[config.mk]
export PLATFORM = sky130hd
export DESIGN_NAME = uart_rx_fifo
export DESIGN_NICKNAME = d
export VERILOG_FILES = /design/src/rtl/uart_rx_fifo.sv
export SDC_FILE = /design/constraint.sdc
export NUM_CORES = 1
export LEC_CHECK = 0
export CAP_MARGIN = 20
export CELL_PAD_IN_SITES_DETAIL_PLACEMENT = 0
export CELL_PAD_IN_SITES_GLOBAL_PLACEMENT = 2
export CORE_ASPECT_RATIO = 0.8
export CORE_MARGIN = 5
export CORE_UTILIZATION = 35
export CTS_CLUSTER_DIAMETER = 40
export DETAILED_ROUTE_END_ITERATION = 7
export PLACE_DENSITY_LB_ADDON = 0.1
export SETUP_SLACK_MARGIN = 0.5
export SLEW_MARGIN = 40
export SYNTH_ARGS = -nofsm -noshare
export SYNTH_HDL_FRONTEND = slang
export SYNTH_SLANG_ARGS = --single-unit
[constraint.sdc]
create_clock -name sys_clk -period 4.2 [get_ports sys_clk]
set_input_delay 0.42 -clock sys_clk [delete_from_list [all_inputs] [get_ports sys_clk]]
set_output_delay 0.42 -clock sys_clk [all_outputs]
set_load 0.05 [all_outputs]
[src/rtl/uart_rx_fifo.sv]
// UART receiver: 16x oversampled start/data/stop framing into a show-ahead byte FIFO.
// Framing errors and dropped bytes are reported as single-cycle pulses.
module uart_rx_fifo #(
    parameter int unsigned CLK_FREQ   = 50000000,
    parameter int unsigned BAUD       = 115200,
    parameter int unsigned FIFO_DEPTH = 16
) (
    input  logic                          sys_clk,
    input  logic                          sys_resetn,
    input  logic                          RsRx,
    output logic [7:0]                    rx_data,
    output logic                          rx_valid,
    input  logic                          rx_ready,
    output logic                          frame_err,
    output logic                          overrun,
    output logic [$clog2(FIFO_DEPTH):0]   fifo_count
);

    localparam int unsigned DIV_RAW = CLK_FREQ / (BAUD * 16);
    localparam int unsigned DIV     = (DIV_RAW < 1) ? 1 : DIV_RAW;
    localparam int unsigned DIV_W   = (DIV > 1) ? $clog2(DIV) : 1;
    localparam int unsigned AW      = $clog2(FIFO_DEPTH);
    localparam int unsigned CW      = AW + 1;

    typedef enum logic [2:0] {S_IDLE, S_START, S_DATA, S_STOP, S_BRK} state_t;

    state_t          r_state;
    state_t          w_next;
    logic            r_sync1;
    logic            r_sync2;
    logic            w_rx;
    logic [DIV_W-1:0] r_div;
    logic [3:0]      r_smp;
    logic [2:0]      r_bit;
    logic            r_s7;
    logic            r_s8;
    logic [7:0]      r_shift;
    logic            r_push;
    logic            r_frame_err;
    logic            r_overrun;
    logic            w_tick;
    logic            w_mid;
    logic            w_end;
    logic            w_maj;
    logic            w_push_c;
    logic            w_ferr_c;
    logic            w_shift_c;

    logic [7:0]      r_mem [FIFO_DEPTH];
    logic [CW-1:0]   r_wr_ptr;
    logic [CW-1:0]   r_rd_ptr;
    logic [CW-1:0]   w_count;
    logic            w_full;
    logic            w_pop;
    logic            w_wr;

    assign w_rx   = r_sync2;
    assign w_tick = (r_state != S_IDLE) && (r_div == DIV_W'(DIV - 1));
    assign w_mid  = w_tick && (r_smp == 4'd9);
    assign w_end  = w_tick && (r_smp == 4'd15);
    assign w_maj  = (r_s7 & r_s8) | (r_s7 & w_rx) | (r_s8 & w_rx);

    // State register
    always_ff @(posedge sys_clk or negedge sys_resetn) begin
        if (!sys_resetn) r_state <= S_IDLE;
        else             r_state <= w_next;
    end

    // Next-state logic
    always_comb begin
        w_next = r_state;
        case (r_state)
            S_IDLE:  if (!w_rx) w_next = S_START;
            S_START: begin
                if (w_mid && w_maj) w_next = S_IDLE;
                else if (w_end)     w_next = S_DATA;
            end
            S_DATA:  if (w_end && (r_bit == 3'd7)) w_next = S_STOP;
            S_STOP:  if (w_mid) w_next = w_maj ? S_IDLE : S_BRK;
            S_BRK:   if (w_rx) w_next = S_IDLE;
            default: w_next = S_IDLE;
        endcase
    end

    // Per-state strobes
    always_comb begin
        w_push_c  = 1'b0;
        w_ferr_c  = 1'b0;
        w_shift_c = 1'b0;
        case (r_state)
            S_DATA: w_shift_c = w_mid;
            S_STOP: begin
                w_push_c = w_mid && w_maj;
                w_ferr_c = w_mid && !w_maj;
            end
            default: ;
        endcase
    end

    // Synchronizer, baud/sample counters, shift register; counters held clear in IDLE
    always_ff @(posedge sys_clk or negedge sys_resetn) begin
        if (!sys_resetn) begin
            r_sync1     <= 1'b1;
            r_sync2     <= 1'b1;
            r_div       <= '0;
            r_smp       <= '0;
            r_bit       <= '0;
            r_s7        <= 1'b0;
            r_s8        <= 1'b0;
            r_shift     <= '0;
            r_push      <= 1'b0;
            r_frame_err <= 1'b0;
        end else begin
            r_sync1 <= RsRx;
            r_sync2 <= r_sync1;
            if (r_state == S_IDLE) begin
                r_div <= '0;
                r_smp <= '0;
                r_bit <= '0;
            end else begin
                r_div <= w_tick ? '0 : r_div + DIV_W'(1);
                if (w_tick) begin
                    r_smp <= r_smp + 4'd1;
                    if (r_smp == 4'd7) r_s7 <= w_rx;
                    if (r_smp == 4'd8) r_s8 <= w_rx;
                    if ((r_state == S_DATA) && (r_smp == 4'd15)) r_bit <= r_bit + 3'd1;
                end
            end
            if (w_shift_c) r_shift <= {w_maj, r_shift[7:1]};
            r_push      <= w_push_c;
            r_frame_err <= w_ferr_c;
        end
    end

    assign w_count = r_wr_ptr - r_rd_ptr;
    assign w_full  = (w_count == CW'(FIFO_DEPTH));
    assign w_pop   = rx_valid && rx_ready;
    assign w_wr    = r_push && (!w_full || w_pop);

    // Show-ahead FIFO; a push into a full FIFO only succeeds alongside a pop
    always_ff @(posedge sys_clk or negedge sys_resetn) begin
        if (!sys_resetn) begin
            for (int i = 0; i < FIFO_DEPTH; i++) r_mem[i] <= '0;
            r_wr_ptr  <= '0;
            r_rd_ptr  <= '0;
            r_overrun <= 1'b0;
        end else begin
            if (w_wr) begin
                r_mem[r_wr_ptr[AW-1:0]] <= r_shift;
                r_wr_ptr <= r_wr_ptr + CW'(1);
            end
            if (w_pop) r_rd_ptr <= r_rd_ptr + CW'(1);
            r_overrun <= r_push && w_full && !w_pop;
        end
    end

    assign rx_data    = r_mem[r_rd_ptr[AW-1:0]];
    assign rx_valid   = (w_count != '0);
    assign fifo_count = w_count;
    assign frame_err  = r_frame_err;
    assign overrun    = r_overrun;

endmodule

==> qor.yml, run 1 <==
critical_path:
  endpoint: "rx_data[5]"
  r2r-end: "r_mem[57]"
  ff2ff_setup_slack_ns: 0.87
  critPathKind: "reg2out"
  rr_worst_depth: 9
  required_ns: 3.78
  r2r_start: "r_wr_ptr[0]"
  crit_start: "r_rd_ptr[1]"
  worst_setup_path_end_kind: "primary output"
  cp-start-kind: "flop"
  path_max_fanout: 27
  arrival_ns: 3.12
die:
  die-area_mm2: 0.02634
  pin_count: 20
  fp-row-count: 49
  die_height_um: 146.2
  core-area_mm2: 0.02262
  start_util_pct: 35.86
  die_w_um: 180.2
detailed_routing:
  post_drt_wl_per_cell_um: 21.38
  wl_um: 18860
  antenna_left: 0
  drtPass1Iterations: 4
  vias_per_cell: 5.181
  num_vias: 4570
  drc: 0
  drt_iter0_drc: 283
yosys:
  synth_top_flop_cell: "dfrtp_1"
  netlist_area_mm2: 0.008112
  ys_async_sr_fraction_pct: 100.0
  synth_area_leaders: "dfrtp_1, mux2_2, mux4_2"
  syn-instance-count: 531
  synth.avg_cell_area_um2: 15.28
  synth_top_area_share_pct: 51.21
  synth_fp_nets: 552
  yosysSeqAreaShare_pct: 51.86
  synth_warnings: 0
  ys_ff_latch: 168
  yosys.area.top_type: "dfrtp_1"
  synth_edf_count: 0
  synthDistinctLibCells: 48
cts:
  cts_root_buffer: "clkbuf_16"
  cts_tree: "built"
  clock-sinks: 168
  path_clk_slew_ns: 0.07
  clockBufferDepth: 2
  clock_latency_ns: 0.42
  cts_made_buffers: 17
  cts_max_level: 4
final_layout:
  seqCellArea_mm2: 0.004209
  final_common_cell: "dfrtp_1"
  fin_util_pct: 41.43
  drive_gt1_share_pct: 45.66
  final_cell_mix: "dfrtp_1, mux2_2, mux4_2, nor2_1, buf_4"
  antennaDiodeCount: 0
  area_delta_synth_final_pct: 15.55
  multi_input_area_mm2: 0.003752
  nFillCells: 2046
  finalNetCount: 584
grt:
  grt_pass1_wl_um: 29840
  track_usage_pct: 14.74
  antenna_found_initial: 0
  grt_overflow: 0
  grt_max_degree: 60
  grt_pass1_vias: 4742
sta:
  slew_headroom_pct: 44.07
  post-route-period-util_pct: 84.29
  fmax_mhz: 282.5
  finalHoldViolations: 0
  timing.final.crit_period_ns: 3.540
  rsz0062_at_grt: "false"
  setup_viol: 0
  setup_tns_ns: 0
  tightest_slew_ns: 0.8390
  skew_ns: 0.01330
  final_max_slew_viol_count: 0
place:
  hpwl_um: 11690
  io_buffers: 19
  place.gp.congestion: 0.6938
power:
  p_leak_nw: 4.267
  peakVddDrop_v: 0.0002710
  p_per_area_mw_per_mm2: 344.8
run_status:
  status: "completed"
job:
  maxCapViolCount: 0
min_path:
  hp-class: "reg2reg"
## power breakdown
part	switching (mW)	total [mW]	internal [mW]
Clock	0.684	1.57	0.886
Combinational	0.0344	0.0420	0.00766
Sequential	0.000961	1.62	1.62
## logic make-up (layout without fill, tap and decap cells)
family / Yosys count / after routing / synth area share, %
fa+ha+maj: 18 / 18 / 2.838
flops: 168 / 168 / 51.86
mux: 182 / 182 / 31.30
xor+xnor: 17 / 17 / 1.928
buf+inv: 41 / 86 / 2.098
compound gates: 42 / 42 / 5.784
simple gates: 63 / 63 / 4.196
## synthesized netlist by cell type, drive strengths merged (2+ instances only)
cell	count
xor2	6
inv	13
nand2	11
nor4	2
xnor2	11
a21oi	5
o2111ai	12
ha	16
and4	5
buf	9
mux4	40
nand3	4
nand3b	2
mux2i	3
dfrtp	166
nor2b	4
nand2b	2
mux2	139
o21ai	14
a22oi	3
o211ai	2
nor2	19
clkbuf	19
or2	3
o2bb2ai	3
dfstp	2
nor3	5
## critical path, stage by stage (launching register included)
cell,delay (ns)
dfrtp_1,0.37
buf_4,0.23
buf_4,0.44
mux4_2,0.40
mux4_2,0.52
clkdlybuf4s50_1,0.73
## worst min path at each step
stage	from	end	slack, ns	cells past startpoint
2_1_floorplan	sys_resetn	frame_err	0.12	0
3_3_place_gp	r_sync1	r_sync2	0.36	0
3_5_place_dp	r_sync1	r_sync2	0.36	0
4_1_cts	r_sync1	r_sync2	0.37	0
5_1_grt	r_sync1	r_sync2	0.37	0
6_report	r_sync1	r_sync2	0.37	0
## final cells by class
class | instances | area share, %
Sequential cell | 168 | 44.91
Multi-Input combinational cell | 322 | 40.03
Clock buffer | 19 | 4.619
Timing Repair Buffer | 41 | 4.258
Tap cell | 306 | 4.085
Clock inverter | 13 | 1.575
Inverter | 13 | 0.5206
## repair_timing
action	CTS	global route
hold buffers	1	0
endpoints found under the setup margin	8	35
resized for setup	2	0
setup buffers	0	6
hold endpoints to repair	45	0
## metrics by stage
step / instance area (um^2) / setup WS (ns) / cells / power [mW] / hold slack [ns]
floorplan: 8112 / 1.032 / 531 / 1.651 / 0.1244
detailed placement: 8718 / 0.6259 / 842 / 1.695 / 0.3601
CTS: 9311 / 0.5381 / 875 / 3.277 / 0.3712
global route: 9373 / 0.5292 / 882 / 3.349 / 0.3739
finish: 9373 / 0.6599 / 882 / 3.231 / 0.3718
global placement: 8686 / 0.6634 / 841 / 1.691 / 0.3608
## layer usage
metal  GRT usage [%]  part of all wire (%)  vias to the layer above
met5               0                     0                        -
met4           2.532                  0.59                        0
met3           3.905                   4.1                        6
met1           21.82                    49                     2444
met2           22.22                    46                       55
li1                -                     -                     2065
## sequential cells by signal, summed over array words and instances, names as in the netlist, 3 cells and up
name	count
r_bit	3
r_div	5
r_mem	128
r_rd_ptr	5
r_shift	8
r_smp	4
r_state	3
r_wr_ptr	5
No activity file was read; power rests on OpenSTA's default activity.
==> run 2: changes to the inputs <==
- clock period: 4.2 -> 3.6 ns (I/O delays scaled with it)
==> run 2 against run 1 <==
Combinational power rose by 9.0%. Critical path type is now reg2reg. Largest cell class unchanged. Setup slack worse by 0.11 ns. Cell area up 3.3%. Non-clock buffer count increased by 18. Clock power grew 18%. Cell count rose by 2.0%. Critical path depth up 4. Clock skew decreased by 0.0043 ns. Total power rose by 17%.
==> qor.yml, run 2 (synthesized netlist as in run 1, its figures left out) <==
run_status:
  status: "completed"
grt:
  antenna_found_initial: 0
  met2_usage_pct: 22.28
  track_usage_pct: 14.94
  gr-usage-met1_pct: 22.74
  grt_pass1_wl_um: 30100
  grt_max_degree: 94
  grt_pass1_vias: 4788
  grt_overflow: 0
  met3_usage_pct: 2.984
  top_usage_layer: "met1"
critical_path:
  critPathKind: "reg2reg"
  r2r_start: "r_rd_ptr[0]"
  worst_setup_path_end_kind: "flop"
  endpoint: "r_mem[6]"
  worst_path_max_delay_cell: "o21ai_4"
  ff2ff_setup_slack_ns: 0.55
  critical_path.top_delay_family: "adder cells"
  crit_start: "r_rd_ptr[0]"
  arrival_ns: 3.35
  crit_chain: "ha_4, fa_2, xnor2_4, nor4_4, mux2i_4, buf_8, buf_4, o21ai_4, mux2_2"
  cp-start-kind: "flop"
  rr_worst_depth: 9
  required_ns: 3.90
  r2r-end: "r_mem[6]"
  path_max_fanout: 9
  cpPeakStageDelay_ns: 0.51
  path_depth: 9
  cp_num_buf_inv: 2
final_layout:
  drive_gt1_share_pct: 49.33
  largest_reg_flops: 128
  final_cell_mix: "dfrtp_1, mux2_2, mux4_2, buf_4"
  area_delta_synth_final_pct: 19.40
  finalNetCount: 602
  final_common_cell: "dfrtp_1"
  antennaDiodeCount: 0
  fin_area_mm2: 0.009686
  top_register: "r_mem"
  reg_top3: "r_mem (128), r_shift (8)"
cts:
  cts_root_buffer: "clkbuf_16"
  clock_latency_ns: 0.42
  clock-sinks: 168
  path_clk_slew_ns: 0.07
  cts_made_buffers: 17
  cts_tree: "built"
  cts_max_level: 4
  clockBufferDepth: 2
sta:
  slew_headroom_pct: 51.79
  holdWs_ns: 0.3394
  post-route-period-util_pct: 84.65
  final_max_slew_viol_count: 0
  finalHoldViolations: 0
  rsz0062_at_grt: "true"
  setup_viol: 0
  tightest_slew_ns: 0.7231
  fmax_mhz: 328.1
  skew_ns: 0.009001
  setup_slack_ns: 0.5524
  setup_tns_ns: 0
  timing.final.crit_period_ns: 3.048
min_path:
  hp-class: "in2reg"
  hp-start: "RsRx"
die:
  die_w_um: 180.2
  die-area_mm2: 0.02634
  die_height_um: 146.2
  fp-row-count: 49
  core-area_mm2: 0.02262
  start_util_pct: 35.86
  pin_count: 20
detailed_routing:
  drc: 0
  drtPass1Iterations: 4
  vias_per_cell: 5.158
  drt_iter0_drc: 251
  wl_um: 19590
  post_drt_wl_per_cell_um: 21.76
  num_vias: 4642
  antenna_left: 0
power:
  p_leak_nw: 4.459
  p_per_area_mw_per_mm2: 390.9
  peakVddDrop_v: 0.0002891
place:
  io_buffers: 19
  hpwl_um: 11590
  place.gp.congestion: 0.6926
  place_area_mm2: 0.008783
  dp_slack_ns: 0.3233
job:
  maxCapViolCount: 0
run 2: cell count changes in the layout (fill, tap and decap cells not counted), moves of 2 or more:
cell / delta
buf_4: +11
clkdlybuf4s50_1: -10
buf_12: +7
buf_6: +3
dlygate4sd2_1: +3
clkbuf_16: +2
inv_6: +2
run 2: worst min path at each step:
stage	slack, ns	to	cells past startpoint
after global placement	0.35	r_sync2	0
final	0.34	r_sync1	1
after detailed placement	0.35	r_sync2	0
after global routing	0.31	r_sync1	1
after CTS	0.32	r_sync1	1
after floorplan	0.06	frame_err	0
run 2: area by class of cell:
| cell class | instances | area, um^2 |
|---|---|---|
| Tap cell | 306 | 382.9 |
| Multi-Input combinational cell | 322 | 3801 |
| Sequential cell | 168 | 4208 |
| Timing Repair Buffer | 59 | 651.9 |
| Clock buffer | 18 | 429.2 |
| Clock inverter | 14 | 163.9 |
| Inverter | 13 | 48.80 |
| Fill cell | 2036 | 12940 |
run 2: routing by layer:
metal  share of wire, %  vias up
met3                3.2       12
met2                 46       56
met1                 50     2480
li1                   -     2094
met4               0.74        0
met5                  0        -
run 2: power by group:
| group | switching [mW] | total, mW | internal, mW |
|---|---|---|---|
| Clock | 0.807 | 1.85 | 1.04 |
| Sequential | 0.00100 | 1.89 | 1.89 |
| Combinational | 0.0393 | 0.0458 | 0.00649 |
run 2: per-stage QoR:
stage          util [%]  power, mW  instances
2_1_floorplan         -      1.926        531
3_3_place_gp      38.81      1.973        849
3_5_place_dp      38.83      1.974        849
4_1_cts           41.65      3.841        885
5_1_grt           42.81      3.925        900
6_report          42.81      3.786        900
run 2: repair_timing:
item,CTS,global route
gates resized for setup,7,16
setup buffers,3,13
gates cloned,0,2
endpoints found under the setup margin,135,107
hold buffers,1,0
hold endpoints to repair,23,0
pin swaps,2,7
==> run 3: changes to the inputs <==
- clock period: 3.6 -> 3.04 ns (I/O delays scaled with it)
==> run 3 against run 2 <==
Via count rose by 5.3%. Count of clock-buffer cells in the layout rose by 1. Register-to-register slack got worse by 0.39 ns. Die area did not move. Cell area rose by 14%. Utilization rose by 5.9 points. Hold slack got worse by 0.029 ns. Non-clock buffer count rose by 38. Setup slack got worse by 0.47 ns. Clock skew rose by 0.0099 ns. Critical path depth fell by 1. Critical endpoint is now rx_data[6].
==> qor.yml, run 3 (synthesized netlist as in run 1, its figures left out) <==
final_layout:
  largest_reg_flops: 128
  antennaDiodeCount: 0
  finalNetCount: 640
  area_delta_synth_final_pct: 35.89
  top_register: "r_mem"
  final_cell_mix: "dfrtp_1, mux2_4, mux4_2, buf_6, buf_12"
  drive_gt1_share_pct: 54.11
  final_common_cell: "dfrtp_1"
  fin_util_pct: 48.73
  fin_area_mm2: 0.01102
  finalNonFillerCells: 938
  reg_top3: "r_mem (128), r_shift (8)"
place:
  place_area_mm2: 0.009024
  place.gp.congestion: 0.7102
  hpwl_um: 11870
  dp_slack_ns: -0.04549
  dpl.cell_count: 856
  io_buffers: 19
power:
  p_seq_share_pct: 47.5
  p_leak_nw: 5.244
  clkPwrFrac_pct: 51.4
  power.switching_mw: 1.038
  power_mw: 4.715
  internal_power_mw: 3.677
  peakVddDrop_v: 0.0004185
  comb_power_share_pct: 1.2
  p_per_area_mw_per_mm2: 427.7
  swShare_pct: 22.02
die:
  die_w_um: 180.2
  pin_count: 20
  die-area_mm2: 0.02634
  fp-row-count: 49
  core-area_mm2: 0.02262
  die_height_um: 146.2
  start_util_pct: 35.86
critical_path:
  critPathKind: "reg2out"
  crit_chain: "buf_6, buf_6, buf_6, buf_12, buf_12, mux4_2, mux4_2, buf_8"
  worst_setup_path_end_kind: "primary output"
  cp_common_cell: "buf_6"
  required_ns: 2.74
  cp-start-kind: "flop"
  worst_path_max_delay_cell: "mux4_2"
  path_max_fanout: 5
  cpPeakStageDelay_ns: 0.54
  rr_worst_depth: 12
  arrival_ns: 2.65
grt:
  grt_pass1_vias: 5249
  track_usage_pct: 16.03
  gr-usage-met1_pct: 23.73
  met2_usage_pct: 24.25
  met3_usage_pct: 3.134
  grt_pass1_wl_um: 32440
  grt_max_degree: 92
  antenna_found_initial: 0
  top_usage_layer: "met2"
  grt_overflow: 0
detailed_routing:
  drc: 0
  num_vias: 4888
  vias_per_cell: 5.211
  post_drt_wl_per_cell_um: 22.33
  drt_iter0_drc: 276
  wl_um: 20950
  antenna_left: 0
  drtPass1Iterations: 4
job:
  maxCapViolCount: 0
cts:
  clock-sinks: 168
  cts_max_level: 4
  cts_tree: "built"
  path_clk_slew_ns: 0.07
  clock_latency_ns: 0.43
  clockBufferDepth: 2
  cts_root_buffer: "clkbuf_16"
  cts_made_buffers: 17
sta:
  finalHoldViolations: 0
  final_max_slew_viol_count: 0
  slew_headroom_pct: 50.53
  rsz0062_at_grt: "true"
  setup_tns_ns: 0
  tightest_slew_ns: 0.7405
  setup_viol: 0
  post-route-period-util_pct: 97.16
  holdWs_ns: 0.3099
  fmax_mhz: 338.6
  timing.final.crit_period_ns: 2.954
  skew_ns: 0.01889
  setup_slack_ns: 0.08644
min_path:
  hp-class: "in2async"
run_status:
  status: "completed"
run 3: path summary, 6_finish.rpt:
| path | start | endpoint | slack [ns] |
|---|---|---|---|
| setup / recovery | r_rd_ptr[0] | rx_data[6] | 0.09 |
| hold / removal | sys_resetn | r_smp[0] | 0.31 |
| setup reg to reg | r_wr_ptr[0] | r_mem[94] | 0.16 |
| hold reg to reg | r_sync1 | r_sync2 | 0.36 |
| max in group asynchronous | sys_resetn | r_mem[51] | 1.77 |
| min in group sys_clk | RsRx | r_sync1 | 0.32 |
run 3: power groups by stage:
stage / Clock [mW] / Combinational (mW) / Sequential, mW
floorplan: 0 / 0.000428 / 2.28
global placement: 0 / 0.0564 / 2.28
detailed placement: 0 / 0.0582 / 2.28
CTS: 2.48 / 0.0598 / 2.24
global route: 2.56 / 0.0663 / 2.24
finish: 2.42 / 0.0551 / 2.24
run 3: timing repair:
item	CTS	global route
endpoints found under the setup margin	142	145
gates resized for setup	127	56
pin swaps	21	19
cloned	5	0
endpoints found under the hold margin	26	0
setup buffers	32	12
hold buffers	1	0
run 3: critical path, delay by kind of cell (launching register included):
| kind | cells | cell delay (ns) |
|---|---|---|
| buf+inv | 6 | 0.80 |
| flops | 1 | 0.43 |
| mux | 2 | 0.99 |
run 3: final cells by class:
cell class,count,area [um^2]
timing repair buffer,97,1354
fill,1857,11600
clock inverter,13,207.7
multi-input combinational,322,4375
tap,306,382.9
sequential,168,4208
clock buffer,19,442.9
inverter,13,52.55
run 3: per-layer routing:
metal  vias up  wire length [um]
li1       2165                 -
met5         -                 0
met2        77              9512
met3        15               660
met1      2631             10580
met4         0               195
